==> src/rtl/regfile_write_arbiter.sv <==
// Arbitrates the register-file write port between WB and a FIFO of LU results; tracks pending LU writes.
// Optional same-cycle LU bypass into the rf outputs when idle: define ARB_LU_BYPASS_EN.
module regfile_write_arbiter #(
   parameter int QDEPTH       = 2,
   parameter int STARVE_LIMIT = 4
) (
   input  logic        clk,
   input  logic        r,
   input  logic        wb_valid,
   input  logic [4:0]  wb_addr,
   input  logic [31:0] wb_data,
   output logic        wb_stall,
   input  logic        lu_valid,
   output logic        lu_ready,
   input  logic [4:0]  lu_addr,
   input  logic [31:0] lu_data,
   input  logic        sb_set,
   input  logic [4:0]  sb_addr,
   input  logic [4:0]  rs1,
   input  logic [4:0]  rs2,
   output logic        rs1_busy,
   output logic        rs2_busy,
   output logic        rf_write_enable,
   output logic [4:0]  rf_write_addr,
   output logic [31:0] rf_write_data
);

   localparam int AW = $clog2(QDEPTH);
   localparam int CW = $clog2(STARVE_LIMIT + 1);
   localparam logic [CW-1:0] CNT_MAX = CW'(STARVE_LIMIT);

   logic [4:0]    q_addr [QDEPTH];
   logic [31:0]   q_data [QDEPTH];
   logic [AW:0]   wptr, rptr;
   logic [CW-1:0] starve_cnt;
   logic [31:0]   pending, pending_nxt;

   logic          empty, full, starve, wb_win, pop, push, bypass;
   logic [4:0]    head_addr;
   logic [31:0]   head_data;

   assign empty     = (wptr == rptr);
   assign full      = (wptr[AW] != rptr[AW]) && (wptr[AW-1:0] == rptr[AW-1:0]);
   assign head_addr = q_addr[rptr[AW-1:0]];
   assign head_data = q_data[rptr[AW-1:0]];

   assign starve   = !empty && (starve_cnt == CNT_MAX);
   assign wb_stall = starve;
   assign lu_ready = !full;
   assign wb_win   = wb_valid && !starve;
   assign pop      = !empty && !wb_win;

`ifdef ARB_LU_BYPASS_EN
   assign bypass = empty && !wb_valid && !starve && lu_valid && (lu_addr != 5'd0);
`else
   assign bypass = 1'b0;
`endif

   // x0 results are acknowledged but never queued
   assign push = lu_valid && lu_ready && (lu_addr != 5'd0) && !bypass;

   assign rs1_busy = pending[rs1];
   assign rs2_busy = pending[rs2];

   // clears first, so a same-edge set on the same register wins
   always_comb begin
      pending_nxt = pending;
      if (pop)
         pending_nxt[head_addr] = 1'b0;
      if (bypass)
         pending_nxt[lu_addr] = 1'b0;
      if (sb_set && (sb_addr != 5'd0))
         pending_nxt[sb_addr] = 1'b1;
      pending_nxt[0] = 1'b0;
   end

   always_ff @(posedge clk) begin
      if (push) begin
         q_addr[wptr[AW-1:0]] <= lu_addr;
         q_data[wptr[AW-1:0]] <= lu_data;
      end
   end

   always_ff @(posedge clk or posedge r) begin
      if (r) begin
         wptr            <= '0;
         rptr            <= '0;
         starve_cnt      <= '0;
         pending         <= '0;
         rf_write_enable <= 1'b0;
         rf_write_addr   <= 5'd0;
         rf_write_data   <= 32'd0;
      end else begin
         if (push)
            wptr <= wptr + 1'b1;
         if (pop)
            rptr <= rptr + 1'b1;

         if (pop || empty)
            starve_cnt <= '0;
         else if (wb_win && (starve_cnt != CNT_MAX))
            starve_cnt <= starve_cnt + CW'(1);

         pending <= pending_nxt;

         if (wb_win) begin
            rf_write_enable <= (wb_addr != 5'd0);
            rf_write_addr   <= wb_addr;
            rf_write_data   <= wb_data;
         end else if (pop) begin
            rf_write_enable <= 1'b1;
            rf_write_addr   <= head_addr;
            rf_write_data   <= head_data;
         end else if (bypass) begin
            rf_write_enable <= 1'b1;
            rf_write_addr   <= lu_addr;
            rf_write_data   <= lu_data;
         end else begin
            rf_write_enable <= 1'b0;
            rf_write_addr   <= 5'd0;
            rf_write_data   <= 32'd0;
         end
      end
   end

endmodule

==> config.mk <==
export PLATFORM = sky130hd
export DESIGN_NAME = regfile_write_arbiter
export DESIGN_NICKNAME = d
export VERILOG_FILES = /design/src/rtl/regfile_write_arbiter.sv
export SDC_FILE = /design/constraint.sdc
export NUM_CORES = 1
export LEC_CHECK = 0
export ABC_AREA = 1
export CAP_MARGIN = 40
export CORE_MARGIN = 2
export CORE_UTILIZATION = 55
export CTS_CLUSTER_SIZE = 40
export DETAILED_ROUTE_END_ITERATION = 16
export GPL_TIMING_DRIVEN = 0
export PLACE_DENSITY = 0.91
export SETUP_SLACK_MARGIN = 0.4
export SLEW_MARGIN = 20
export SYNTH_ARGS = -nofsm -noshare
export SYNTH_HDL_FRONTEND = slang
export SYNTH_SLANG_ARGS = --single-unit
==> constraint.sdc <==
create_clock -name clk -period 6.4 [get_ports clk]
set_input_delay 0.96 -clock clk [delete_from_list [all_inputs] [get_ports clk]]
set_output_delay 0.96 -clock clk [all_outputs]
set_load 0.05 [all_outputs]
==> results.md, run 1 <==
* Int Power at 2.51 mW
* Final hold violation count at 0
* Slew headroom at 50.4%
* Fillers at 710
* Max Clk Rate at 260 MHz
* Die height at 114 um
* Max-cap check violation count at 0
* Post-route insts no fill at 1,064
* Hold Crit Class: register to register
* EDFF count, synth at 74
* Vias at 5,922
* WHS Endpoint: pending[7]
* Clock Skew at 0.0100 ns
* Largest net degree at the start of global routing at 59
* Die W at 114 um
* P_leak at 3.95 nW
* RSZ-0062 raised after global routing: no
* Final min period at 3.84 ns
* Core Box Area at 11,900 um2
* Hold slack final at 0.488 ns
* CTS HTree Levels at 4
* Setup violations, final at 0
* Synth unique cells at 22
* Total track usage at 30.8%
* Synthesized Nets at 847
* Initial Util at 55.9%
* Cts repair resizes at 0
* Root buf cell: clkbuf_16
* Nets@finish at 1,000
* R2R depth at 5
* YS warnings at 0
* Slew @ Worst Pin at 0.742 ns
* First-pass GRT wire length at 30,500 um
* CTS tree: done
* Async S/R FF share, synth at 50.7%
* Initial drt markers at 719
* Launching point of the worst reg2reg path: wptr[1]
* Ranking of synthesized cells by area: edfxtp_1, dfrtp_1, nand2_1, nand3_1, o21ai_1
* Syn_area_per_cell at 8.86 um2
* FF-to-FF End: q_data[1][14]
* Top cell type by total area after synthesis: edfxtp_1
* DP Wirelength at 12,700 um
* CP required at 5.44 ns
* CTS Sinks at 150
* Final ANT Viol Nets at 0
* Latest clock arrival within the worst-skew pair at 0.43 ns
* Power Density at 499 nW/um2
* Crit Path Class: input pin to output port
* Reg2reg setup slack at 4.25 ns
* Hold path start: pending[7]
* Seq/Total Area, Yosys at 62.0%
* Initial antenna violation count at 0
* Arr. time, crit path at 2.88 ns
* I/O pins at 136
* Clock power frac at 21.9%
* Clock Tree Buf Depth at 2
* Ys flop type: dfrtp_1
* Logic pwr share at 41.9%
* Worst setup SP type: input pin
* Vias in the first global route at 6,064
* PortBufs at 131
* FP Rows at 40
* Layout cell share with drive strength beyond 1 at 7.31%
* Share of power burned in registers at 36.2%
* Setup crit end kind: output port
* Top-count cell post-synth: nand2_1
* DR pass1 iterations at 6
* Maximum vdd drop at 340 uV
* P&R area growth vs syn at 32.5%
* Seq. cell area at 4120 um2
* RD Place Congestion at 0.923
* Grt ovf at 0
* Setup Fix Bufs, Post-CTS at 0
* #FFs+latches synth at 150
* Outcome: finished clean
* Multi-input logic area at 2260 um2
* DR vias/cell at 5.57
* Post-Syn Area at 6660 um2
* ANT cells at 0
* Dpl cells at 1,032
* Register clock-pin slew on the reported worst setup and hold paths at 0.06 ns
* Switching share of power at 42.9%
* Pins over their slew limit at 0
* Post-CTS Hold Fix Bufs at 0
* DIE AREA at 13,000 um2
* Period utilisation layout at 60.0%
* Top cell type's share of synthesized area at 33.4%
* Number of cells on the worst hold path at 2
* CTS buffer count at 17
* Syn Inst Count at 751
* Post-route DRC violation count at 0
* Final WL at 19,200 um
* Psw at 1.88 mW
* Maximum fanout along the worst path at 5
* WL/cell at 18.1 um
* Sum Neg Setup Slack at 0 ns
* Most frequent cells after synthesis: nand2_1, dfrtp_1, edfxtp_1, nand3_1, inv_1
## kinds of logic after synthesis
family / count (synthesis) / synth area share, %
and+or+nand+nor: 467 / 28.0
AOI/OAI and AO/OA: 52 / 4.23
adders and majority gates: 2 / 0.376
xor gates and xnor gates: 8 / 1.05
buffers and inverters: 72 / 4.34
DFF: 150 / 62.0
## sequential cells by signal, summed over array words and instances, names as in the netlist
name and flops:
rf_write_enable 1, rf_write_data 32, starve_cnt 3, pending 31
rptr 2, rf_write_addr 5, q_addr 10, q_data 64
wptr 2
## worst max-delay path by stage
stage	endpoint	slack, ns	from	depth (start not counted)
final	rs2_busy	2.56	rs2[2]	9
after global routing	rs1_busy	2.33	rs1[0]	11
after detailed placement	rs2_busy	2.56	rs2[0]	11
after global placement	q_data[1][18]	1.84	lu_addr[3]	5
after CTS	rs2_busy	2.56	rs2[0]	11
after floorplan	q_addr[1][0]	3.14	lu_addr[3]	4
## per-layer routing
| metal | wire length, um | share of wire (%) | track usage (%) | vias up |
|---|---|---|---|---|
| met5 | 0 | 0 | 0 | - |
| met4 | 569 | 3.0 | 12.4 | 0 |
| met3 | 1810 | 9.4 | 8.50 | 67 |
| met2 | 9900 | 52 | 54.9 | 381 |
| met1 | 6930 | 36 | 35.0 | 2769 |
| li1 | - | - | - | 2705 |
## power by group through the flow
stage | combinational [mW] | clock [mW] | sequential, mW
5_1_grt | 1.97 | 0.995 | 1.62
6_report | 1.84 | 0.963 | 1.59
4_1_cts | 1.83 | 0.960 | 1.58
2_1_floorplan | 0.829 | 0 | 1.90
3_3_place_gp | 1.68 | 0 | 1.58
3_5_place_dp | 1.79 | 0 | 1.59
## layout make-up
| class | count | area share, % |
|---|---|---|
| plain buffers | 26 | 1.32 |
| well taps | 147 | 2.09 |
| clock buffers | 19 | 5.02 |
| repair buffers | 134 | 15.8 |
| clock inverters | 13 | 1.42 |
| inverters | 46 | 1.99 |
| flip-flops and latches | 150 | 46.8 |
| multi-input cells | 529 | 25.6 |
## critical path, cell delays in order
cell and delay, ns:
clkdlybuf4s50_1 0.52, inv_1 0.20, nand3_1 0.10, nand2_1 0.09, nand2_1 0.05, nand2_1 0.06
nand2_1 0.04, nand2_1 0.05, clkdlybuf4s50_1 0.79
## cells in the final DEF, fill, tap and decap left out
| master | synthesis | routed |
|---|---|---|
| o22ai_1 | 2 | 2 |
| clkbuf_16 | 0 | 17 |
| ha_1 | 2 | 2 |
| clkbuf_1 | 15 | 16 |
| nor3_1 | 4 | 4 |
| inv_6 | 0 | 1 |
| nor4_1 | 1 | 1 |
| o21ai_1 | 36 | 36 |
| clkinv_2 | 0 | 1 |
| dfrtp_1 | 76 | 76 |
| edfxtp_1 | 74 | 74 |
| buf_16 | 0 | 3 |
| o21ai_2 | 2 | 2 |
| inv_2 | 6 | 6 |
| bufinv_16 | 0 | 1 |
| nand2_1 | 383 | 383 |
| clkinv_1 | 0 | 1 |
| clkinvlp_4 | 0 | 3 |
| inv_8 | 0 | 1 |
| inv_1 | 40 | 39 |
| nor2_1 | 14 | 12 |
| clkinv_4 | 0 | 5 |
| clkbuf_8 | 0 | 1 |
| buf_2 | 9 | 9 |
| o21ai_0 | 11 | 11 |
| buf_4 | 2 | 2 |
| o21ai_4 | 1 | 1 |
| clkdlybuf4s50_1 | 0 | 131 |
| nand3_1 | 54 | 54 |
| xor2_1 | 5 | 5 |
| nor2_2 | 9 | 9 |
| nor2_4 | 2 | 4 |
| inv_4 | 0 | 1 |
| xnor2_1 | 3 | 3 |
## per-stage QoR
step                      total power, mW  area (um2)  worst slack (ns)  util [%]
after detailed placement             3.38        8250              2.56      69.3
after CTS                            4.37        8820              2.56      74.0
after global routing                 4.59        8820              2.33      74.0
after global placement               3.26        8150              1.84      68.4
after floorplan                      2.72        6660              3.14         -
final                                4.40        8820              2.56      74.0
No activity file was read; power rests on OpenSTA's default activity.
==> inputs of run 2 (changes only) <==
CORE_UTILIZATION = 46   (was 55)
PLACE_DENSITY = 0.82   (was 0.91)
clock period = 3.5 ns   (was 6.4 ns; I/O delays follow)
==> results.md, run 2 (synthesis gave the netlist of run 1 again) <==
* First-pass GRT wire length at 27,500 um
* Initial antenna violation count at 0
* Die W at 124 um
* Sum Neg Setup Slack at 0 ns
* CTS buffer count at 17
* Post-route insts no fill at 1,097
* R2R depth at 5
* Final min period at 2.64 ns
* Psw at 3.30 mW
* Crit path cell chain: xnor2_1 > nand2_1 > nand2_1 > inv_1 > clkdlybuf4s50_1
* Largest register FFs at 64
* Worst setup SP type: register
* Max Clk Rate at 379 MHz
* CTS HTree Levels at 4
* Clock power frac at 21.6%
* Largest net degree at the start of global routing at 56
* Core Box Area at 14,000 um2
* Dpl cells at 1,065
* FP Rows at 43
* Cts repair resizes at 0
* Root buf cell: clkbuf_16
* Hold Crit Class: input pin to asynchronous set/reset pin
* Area post-placement at 8290 um2
* Share of power burned in registers at 36.8%
* Max-cap check violation count at 0
* Logic pwr share at 41.6%
* Final hold violation count at 0
* Slew @ Worst Pin at 0.679 ns
* Design area at 8850 um2
* Layout cell share with drive strength beyond 1 at 7.52%
* Crit Path Class: register to output port
* Setup crit end kind: output port
* DR pass1 iterations at 5
* Initial Util at 47.6%
* CTS tree: done
* Setup Fix Bufs, Post-CTS at 0
* Worst setup margin at 0.859 ns
* Setup violations, final at 0
* I/O pins at 136
* Slowest CP cell: clkdlybuf4s50_1
* Critical Path Stages at 5
* Outcome: finished clean
* Grt ovf at 0
* Post-route DRC violation count at 0
* DP Wirelength at 12,100 um
* Clock Skew at 0.0100 ns
* Most frequent cells in the layout: nand2_1, clkdlybuf4s50_1, dfrtp_1, edfxtp_1, nand3_1
* Post-CTS Hold Fix Bufs at 0
* Clock Tree Buf Depth at 2
* Final core utilization at 63.3%
* Top delay family on crit path: buffers and inverters
* Maximum fanout along the worst path at 4
* CTS Sinks at 150
* Period utilisation layout at 75.4%
* RD Place Congestion at 0.907
* Slew headroom at 54.6%
* P_leak at 3.98 nW
* Maximum vdd drop at 534 uV
* Arr. time, crit path at 2.12 ns
* PortBufs at 131
* Final ANT Viol Nets at 0
* Total track usage at 22.1%
* Nets@finish at 1,000
* Launching point of the worst reg2reg path: rptr[0]
* DIE AREA at 15,400 um2
* Latest clock arrival within the worst-skew pair at 0.41 ns
* CP required at 2.97 ns
* Pre-CTS setup slack at 0.522 ns
* RSZ-0062 raised after global routing: no
* CP peak stage delay at 0.80 ns
* Int Power at 4.53 mW
* Register clock-pin slew on the reported worst setup and hold paths at 0.06 ns
* ANT cells at 0
* Final WL at 16,600 um
* Vias in the first global route at 5,541
* Power Density at 885 nW/um2
* P&R area growth vs syn at 33.0%
* Overall power at 7.83 mW
* Switching share of power at 42.2%
* Hold slack final at 0.436 ns
* Worst path most repeated cell: nand2_1
* Initial drt markers at 436
* Vias at 5,521
* Crit path buf inv count at 2
* Commonest non-fill, non-tap cell in the layout: nand2_1
* Die height at 124 um
* Pins over their slew limit at 0
* FF-to-FF End: q_data[0][21]
* Reg2reg setup slack at 1.40 ns
* DR vias/cell at 5.03
* WL/cell at 15.1 um
* Fillers at 1,146
## run 2: how the worst max path moves through the flow
stage | from | end | slack [ns]
after floorplan | wptr[1] | q_addr[1][0] | 0.87
after global placement | r | rf_write_data[6] | -0.25
after detailed placement | rs2[0] | rs2_busy | 0.52
after CTS | rs2[0] | rs2_busy | 0.52
after global routing | rs2[1] | rs2_busy | 0.71
final | rptr[0] | wb_stall | 0.86
## run 2: cell type report
class	count	area, um2	share of cell area (%)
Clock inverter	14	115	1.30
Buffer	26	116	1.31
Sequential cell	150	4120	46.6
Timing Repair Buffer	134	1400	15.8
Clock buffer	18	439	4.96
Inverter	46	175	1.98
Multi-Input combinational cell	529	2260	25.5
Tap cell	180	225	2.54
## run 2: power groups by stage
stage          clock network [mW]  registers (mW)  logic, mW
5_1_grt                      1.79            2.94       3.57
3_5_place_dp                    0            2.90       3.25
3_3_place_gp                    0            2.88       3.10
6_report                     1.69            2.88       3.26
4_1_cts                      1.71            2.87       3.28
2_1_floorplan                   0            3.46       1.52
## run 2: layer usage
layer,wire (um),global-route usage (%)
met1,6760,27.3
met2,8350,38.3
met3,1370,6.66
met4,145,5.29
met5,0,0
